==> src/rtl/regfile_sb.sv <==
// Multi-read-port register file with per-register busy scoreboard and pending-write count.
// Optional write-through bypass on read and debug ports: define REGFILE_BYPASS_EN.
module regfile_sb #(
    parameter  int DATA_W = 32,
    parameter  int NREGS  = 32,
    parameter  int NREAD  = 2,
    localparam int AW     = $clog2(NREGS)
) (
    input  logic                    CLK,
    input  logic                    nRST,
    input  logic                    wen,
    input  logic [AW-1:0]           wsel,
    input  logic [DATA_W-1:0]       wdat,
    input  logic                    res_en,
    input  logic [AW-1:0]           res_sel,
    input  logic [NREAD*AW-1:0]     rsel,
    output logic [NREAD*DATA_W-1:0] rdat,
    output logic [NREAD-1:0]        rbusy,
    output logic [AW:0]             pending,
    input  logic [AW-1:0]           dbg_sel,
    output logic [DATA_W-1:0]       dbg_dat
);

    logic [DATA_W-1:0] regs_q [NREGS];
    logic [NREGS-1:0]  busy_q;
    logic [NREGS-1:0]  busy_d;
    logic [AW:0]       pending_q;
    logic [AW:0]       pending_d;
    logic              wr_hit;
    logic              res_hit;

    // Qualifying with nRST keeps the bypass path quiet while reset is held.
    assign wr_hit  = wen && nRST && (wsel != '0);
    assign res_hit = res_en && (res_sel != '0);

    // Reserve is applied after the write clear so the new producer wins.
    always_comb begin
        busy_d = busy_q;
        if (wr_hit) begin
            busy_d[wsel] = 1'b0;
        end
        if (res_hit) begin
            busy_d[res_sel] = 1'b1;
        end
        busy_d[0] = 1'b0;
        pending_d = '0;
        for (int i = 0; i < NREGS; i++) begin
            pending_d = pending_d + (AW+1)'(busy_d[i]);
        end
    end

    always_ff @(posedge CLK or negedge nRST) begin
        if (!nRST) begin
            for (int i = 0; i < NREGS; i++) begin
                regs_q[i] <= '0;
            end
            busy_q    <= '0;
            pending_q <= '0;
        end else begin
            if (wr_hit) begin
                regs_q[wsel] <= wdat;
            end
            busy_q    <= busy_d;
            pending_q <= pending_d;
        end
    end

    assign pending = pending_q;

    generate
        for (genvar gi = 0; gi < NREAD; gi++) begin : g_rd
            logic [AW-1:0] sel;
            assign sel = rsel[gi*AW +: AW];
`ifdef REGFILE_BYPASS_EN
            logic byp;
            assign byp = wr_hit && (sel == wsel);
            assign rdat[gi*DATA_W +: DATA_W] = (sel == '0) ? '0 :
                                               byp ? wdat : regs_q[sel];
            assign rbusy[gi] = byp ? (res_hit && (res_sel == wsel)) : busy_q[sel];
`else
            assign rdat[gi*DATA_W +: DATA_W] = (sel == '0) ? '0 : regs_q[sel];
            assign rbusy[gi] = busy_q[sel];
`endif
        end
    endgenerate

`ifdef REGFILE_BYPASS_EN
    assign dbg_dat = (dbg_sel == '0) ? '0 :
                     (wr_hit && (dbg_sel == wsel)) ? wdat : regs_q[dbg_sel];
`else
    assign dbg_dat = (dbg_sel == '0) ? '0 : regs_q[dbg_sel];
`endif

endmodule

==> config.mk <==
export PLATFORM = sky130hd
export DESIGN_NAME = regfile_sb
export DESIGN_NICKNAME = d
export VERILOG_FILES = /design/src/rtl/regfile_sb.sv
export SDC_FILE = /design/constraint.sdc
export NUM_CORES = 2
export LEC_CHECK = 0
export CORE_MARGIN = 4
export CORE_UTILIZATION = 55
export DETAILED_ROUTE_END_ITERATION = 7
export GPL_ROUTABILITY_DRIVEN = 0
export GPL_TIMING_DRIVEN = 0
export PLACE_DENSITY = 0.72
export SLEW_MARGIN = 40
export SYNTH_ARGS = -nofsm -noshare
export SYNTH_HDL_FRONTEND = slang
export SYNTH_SLANG_ARGS = --single-unit
==> constraint.sdc <==
create_clock -name CLK -period 5.63 [get_ports CLK]
set_clock_uncertainty 0.1 [all_clocks]
set_input_delay 1.126 -clock CLK [delete_from_list [all_inputs] [get_ports CLK]]
set_output_delay 1.126 -clock CLK [all_outputs]
set_load 0.1 [all_outputs]
* Word-level counts from Yosys, hierarchy flattened
Cells that the tools add are included.
** Cells by class
- Add/sub/neg operators :: 30
- Order comparisons :: 11
- Multiplexer cells :: 25
- Bitwise operators :: 7
- Reduce and logical (&&, ||, !) cells :: 11
** Operator list (number)
- $bwmux W1024 :: 1
- $bmux W32 S5 :: 3
- $mux W32 :: 12
- $demux W32 S5 :: 1
- $add A6 B1 Y6 :: 25
- $and A32 B32 Y32 :: 1
- $not A32 Y32 :: 1
- $or A32 B32 Y32 :: 1
- $ge A6 B6 Y1 const B :: 4
- $lt A5 B6 Y1 const B :: 4
- $not A5 Y6 :: 4
- $logic_not A5 Y1 :: 3
- $bmux W1 S5 :: 2
- $demux W1 S5 :: 2
- $ge A5 B1 Y1 const B :: 2
- $reduce_bool A5 Y1 :: 2
- $add A5 B1 Y6 :: 1
- $logic_and A1 B1 Y1 :: 6
- $lt A6 B1 Y1 const B :: 1
- $add A4 B1 Y5 :: 1
- $add A3 B1 Y4 :: 1
- $mux W1 :: 4
- $add A2 B1 Y3 :: 1
- $add A1 B1 Y2 :: 1
** Storage, ports and cells
- Bits in registers :: 1061
- Input bits :: 61
- Word-level logic and storage cells :: 118

* Depth between registers and ports, before layout
- Depth in word-level cells :: 39
- Mapped depth :: 23

* Worst setup path after synthesis
Ideal clock, no wire load.
- Path kind :: input to register
- Start point :: input port wen
- End point :: register pending_q[4], in the netlist pending[4]
- Library setup time :: 0.080 ns
- Data arrival time :: 6.507 ns
- Slack :: -1.057 ns
- Cell stages on the path :: 23
- Path buffers :: 2
- Path through :: nand2_1 -> or3_1 -> clkbuf_1 -> nor2_1 -> buf_2 -> a2bb2oi_1 -> fa_1 -> fa_1 -> inv_1 -> fa_1 -> fa_1 -> inv_1 -> fa_1 -> inv_1 -> fa_1 -> inv_1 -> fa_1 -> inv_1 -> fa_1 -> nand2_1 -> nand2_1 -> a21oi_1 -> xnor2_1
** On the way
- Longest elaborated chain between the ends :: 35
** Ends and longest elaborated chain
- from (decl) :: RTL line 11 : input logic wen,
- $logic_and A1 B1 Y1 * (2 in series) :: RTL line 33 : assign wr_hit = wen && nRST && (wsel != '0);
- $mux W32 * :: RTL line 39 : if (wr_hit) begin
- $or A32 B32 Y32 (no source line)
- $mux W32 * :: RTL line 42 : if (res_hit) begin
- $add A1 B1 Y2 :: RTL line 48 : pending_d = pending_d + (AW+1)'(busy_d[i]);
- $add A2 B1 Y3 :: RTL line 48
- $add A3 B1 Y4 :: RTL line 48
- $add A4 B1 Y5 :: RTL line 48
- $add A5 B1 Y6 :: RTL line 48
- $add A6 B1 Y6 (24 in series) :: RTL line 48
- $add A6 B1 Y6 * :: RTL line 48
- net pending_d[4] :: RTL line 28 : logic [AW:0] pending_d;
- to (signal assigned) :: RTL line 64 : pending_q <= pending_d;
- to (decl) :: RTL line 27 : logic [AW:0] pending_q;
Mark *: on every way through the listed nets, which the timed path passes. The rest lies on a longest branch.
A chain may end at the register's enable or synchronous reset.

* Worst setup path in the final report
- Start point :: input port wsel[0]
- End point :: register pending_q[4], in the netlist pending[4]
** RTL lines
- from (decl) :: RTL line 12 : input logic [AW-1:0] wsel,
- $lt A5 B6 Y1 (implied by the code) / $ge A5 B1 Y1 (equally long branches) :: RTL line 40 : busy_d[wsel] = 1'b0;
- $logic_and A1 B1 Y1 (implied by the code) :: RTL line 40
- $mux W1 (implied by the code) :: RTL line 40
- $demux W1 S5 :: RTL line 40
- $not A32 Y32 (no source line)
- $and A32 B32 Y32 (no source line)
- $mux W32 * :: RTL line 39
- $or A32 B32 Y32 (no source line)
- $mux W32 * :: RTL line 42
- net busy_d[19] :: RTL line 26 : logic [NREGS-1:0] busy_d;
- $add A6 B1 Y6 * (13 in series) :: RTL line 48
- net pending_d[4] :: RTL line 28
Marks and branches as above.

==> results by group <==
Outcome
  • Outcome: finished, violations left
  • Failing checks: setup timing

Run
  • MaxCap Viol Count: 0

Clocking
  • Htree depth: 3
  • Cts bufs inserted: 117
  • Clock root buffer: clkbuf_16
  • CTS tree: yes
  • Clock sink count: 1061
  • Max Buffers Root-to-Sink: 3
  • Hold-fix buffers at CTS: 0
  • Worst-path clk slew: 60 ps
  • Clk Latency, worst-skew pair: 760 ps

Synthesis
  • Count of different cell masters after synthesis: 53
  • Mapped Avg Cell Area: 15.0 um^2
  • Post-Syn Area: 65100 um^2
  • Sequential fraction of the synthesis area: 0.408
  • #FFs+latches synth: 1061
  • Synth Net Count: 4442
  • Ys async rst share: 1.00
  • Number of flops mapped to enable cells by yosys: 0
  • Top FF cell, synth: dfrtp_1
  • Mapped Cells: 4351
  • Syn. warnings: 0

Global route
  • Total GRT Usage: 0.456
  • Pin count of the biggest net entering global routing: 114
  • First-pass GRT wire length: 392000 um
  • GRT overflow: 0
  • Vias in the first global route: 50500
  • Initial antenna violation count: 12

Pwr
  • Peak supply drop: 1.11 mV
  • Logic gate share of total power: 0.328
  • Internal power: 0.0182 W
  • Reg power frac: 0.352
  • Pwr Density: 372 nW/um^2
  • NetSw: 0.00969 W
  • Net Sw Frac: 0.347
  • Leakage: 32.8 nW
  • Clock share of power: 0.320

Timing
  • RSZ-0062 raised after global routing: yes
  • Tcrit/Tclk final: 1.07
  • Crit path time final: 6020 ps
  • Setup WS post-layout: -386 ps
  • Slew headroom: 0.326
  • Count of pins over their slew limit: 0
  • Max Clock Freq: 166 MHz
  • Endpoints failing setup: 44
  • Worst-margin pin slew: 1010 ps
  • Worst hold margin: 183 ps
  • Final hold violations: 0

Placed design
  • Placed cells: 6045
  • HPWL Detailed: 196000 um
  • IO buf count: 148
  • Placed Area: 69400 um^2

Floorplanning
  • Io pins: 165
  • Core area: 117000 um^2
  • Die X: 352 um
  • Die Y: 352 um
  • Die area: 124000 um^2
  • Initial core utilization: 0.557
  • Placement Rows: 125

Final layout
  • Number of fill cells: 8411
  • Commonest non-fill, non-tap cell in the layout: mux2_2
  • Sequential Area: 26600 um^2
  • Share of post-route cells with drive strength above 1: 0.571
  • Layout overhead on the synthesized area: 15.4%
  • Final core occ: 0.643
  • Design Area, Final: 75100 um^2
  • Post-Layout Cell Count: 6327
  • Multi-input gate area: 37200 um^2
  • Fin nets: 4779
  • Most frequent cells in the layout: 1080 x mux2_2, 1061 x dfrtp_1, 719 x mux4_2

Worst setup path
  • Startpoint Class: input port
  • CP max FO: 10
  • Worst setup path category: input port to flop
  • Required @ worst endpoint: 6180 ps
  • CP endpoint kind: flop
  • Critical path arrival: 6560 ps

Route
  • Via density: 8.11
  • Via count: 51300
  • Antenna Nets Post-Route: 0
  • First DRT Iteration DRCs: 9155
  • WL final: 287000 um
  • Drt wl/cell: 45.3 um
  • Residual DRC: 0
  • TritonRoute pass-1 iters: 7

Worst hold path
  • Hold Crit Class: input port to asynchronous set/reset pin
[synthesized netlist by cell type, types with 3 or more instances]
library cell | n | area share
a211oi_1 | 32 | 0.0037
a221o_1 | 32 | 0.0049
a221oi_1 | 126 | 0.017
a22o_1 | 14 | 0.0019
a22oi_1 | 74 | 0.0085
a2bb2oi_1 | 4 | 0.00054
a311oi_1 | 32 | 0.0043
a31oi_1 | 32 | 0.0031
and2_1 | 38 | 0.0037
buf_1 | 21 | 0.0012
buf_2 | 145 | 0.011
buf_4 | 29 | 0.0033
buf_6 | 13 | 0.0022
clkbuf_1 | 321 | 0.019
dfrtp_1 | 1061 | 0.41
fa_1 | 23 | 0.0071
ha_1 | 7 | 0.0013
inv_1 | 39 | 0.0022
mux2_1 | 8 | 0.0014
mux2_2 | 1080 | 0.19
mux2i_1 | 261 | 0.040
mux4_2 | 719 | 0.25
nand2_1 | 24 | 0.0014
nand3_1 | 7 | 0.00054
nand3b_1 | 6 | 0.00069
nor2_1 | 27 | 0.0016
nor2b_1 | 10 | 0.00096
nor3_1 | 5 | 0.00038
nor3b_1 | 7 | 0.00081
o21ai_0 | 116 | 0.0089
o22a_1 | 3 | 0.00040
o22ai_1 | 7 | 0.00067
or2_2 | 4 | 0.00038
[layer usage]
layer / wire length, um / up-vias / GRT usage / part of all wire
met2: 114000 / 5313 / 0.607 / 0.40
li1: - / 18100 / - / -
met5: 1160 / - / 0.0500 / 0.0041
met1: 93400 / 26300 / 0.540 / 0.33
met3: 53500 / 1532 / 0.294 / 0.19
met4: 24400 / 28 / 0.292 / 0.085
[worst max-delay path, stage by stage]
cell	delay, ps
clkbuf_4	200
inv_2	80
nor2_1	460
and2_1	210
clkbuf_1	290
buf_2	540
o21ai_0	300
fa_1	560
fa_1	560
inv_2	40
fa_1	500
inv_2	50
fa_1	550
inv_2	50
fa_2	410
inv_2	80
fa_2	210
nand2_1	60
nand2_1	90
a21oi_2	60
xnor2_1	110
[power by group through the flow]
stage                     sequential, W  combinational (W)  clock (W)
after floorplan                 0.00959            0.00599          0
after global placement          0.00981            0.00812          0
after detailed placement        0.00985            0.00830          0
after CTS                       0.00972            0.00840    0.00885
after global routing            0.00990            0.00967    0.00916
final                           0.00982            0.00915    0.00895
[metrics by stage]
stage	TNS (ps)	power, W	worst slack, ps
2_1_floorplan	-3010	0.0156	-636
3_3_place_gp	-	0.0179	-51280
3_5_place_dp	-35500	0.0181	-2400
4_1_cts	-1700	0.0270	-429
5_1_grt	-2230	0.0287	-514
6_report	-4590	0.0279	-386
[what timing repair did]
item	CTS	global route
resized for setup	102	116
cloned	5	0
pin swaps	21	24
setup buffers	16	28
endpoints found under the setup margin	89	65
[kinds of logic after synthesis]
kind of cell	after synthesis	synth area share
compound gates	476	0.0544
xor+xnor	2	0.000269
fa+ha+maj	30	0.00842
buf+inv	570	0.0388
flops	1061	0.408
mux	2070	0.478
simple gates	142	0.0120
[layout make-up]
cell class | count | share of cell area
antenna | 19 | 0.000633
buffer | 522 | 0.0366
clock buffer | 142 | 0.0425
clock inverter | 73 | 0.0159
inverter | 41 | 0.00205
multi-input combinational | 2720 | 0.496
sequential | 1061 | 0.354
tap | 1524 | 0.0254
timing repair buffer | 225 | 0.0277
[final timing paths]
path | startpoint | to | slack (ps) | depth (start not counted)
min | nRST | regs_q[1022] | 180 | 1
min reg2reg | regs_q[1005] | regs_q[1005] | 390 | 1
max reg2reg | busy_q[20] | pending[4] | 430 | 19
min in group CLK | regs_q[1005] | regs_q[1005] | 390 | 1
max | wsel[0] | pending[4] | -390 | 21
max in group asynchronous | nRST | regs_q[336] | 3680 | 4
[registers in the layout, summed over array words and instances, names as in the netlist]
register and count:
regs_q 1024, pending 6, busy_q 31
No activity file was read; power rests on OpenSTA's default activity.
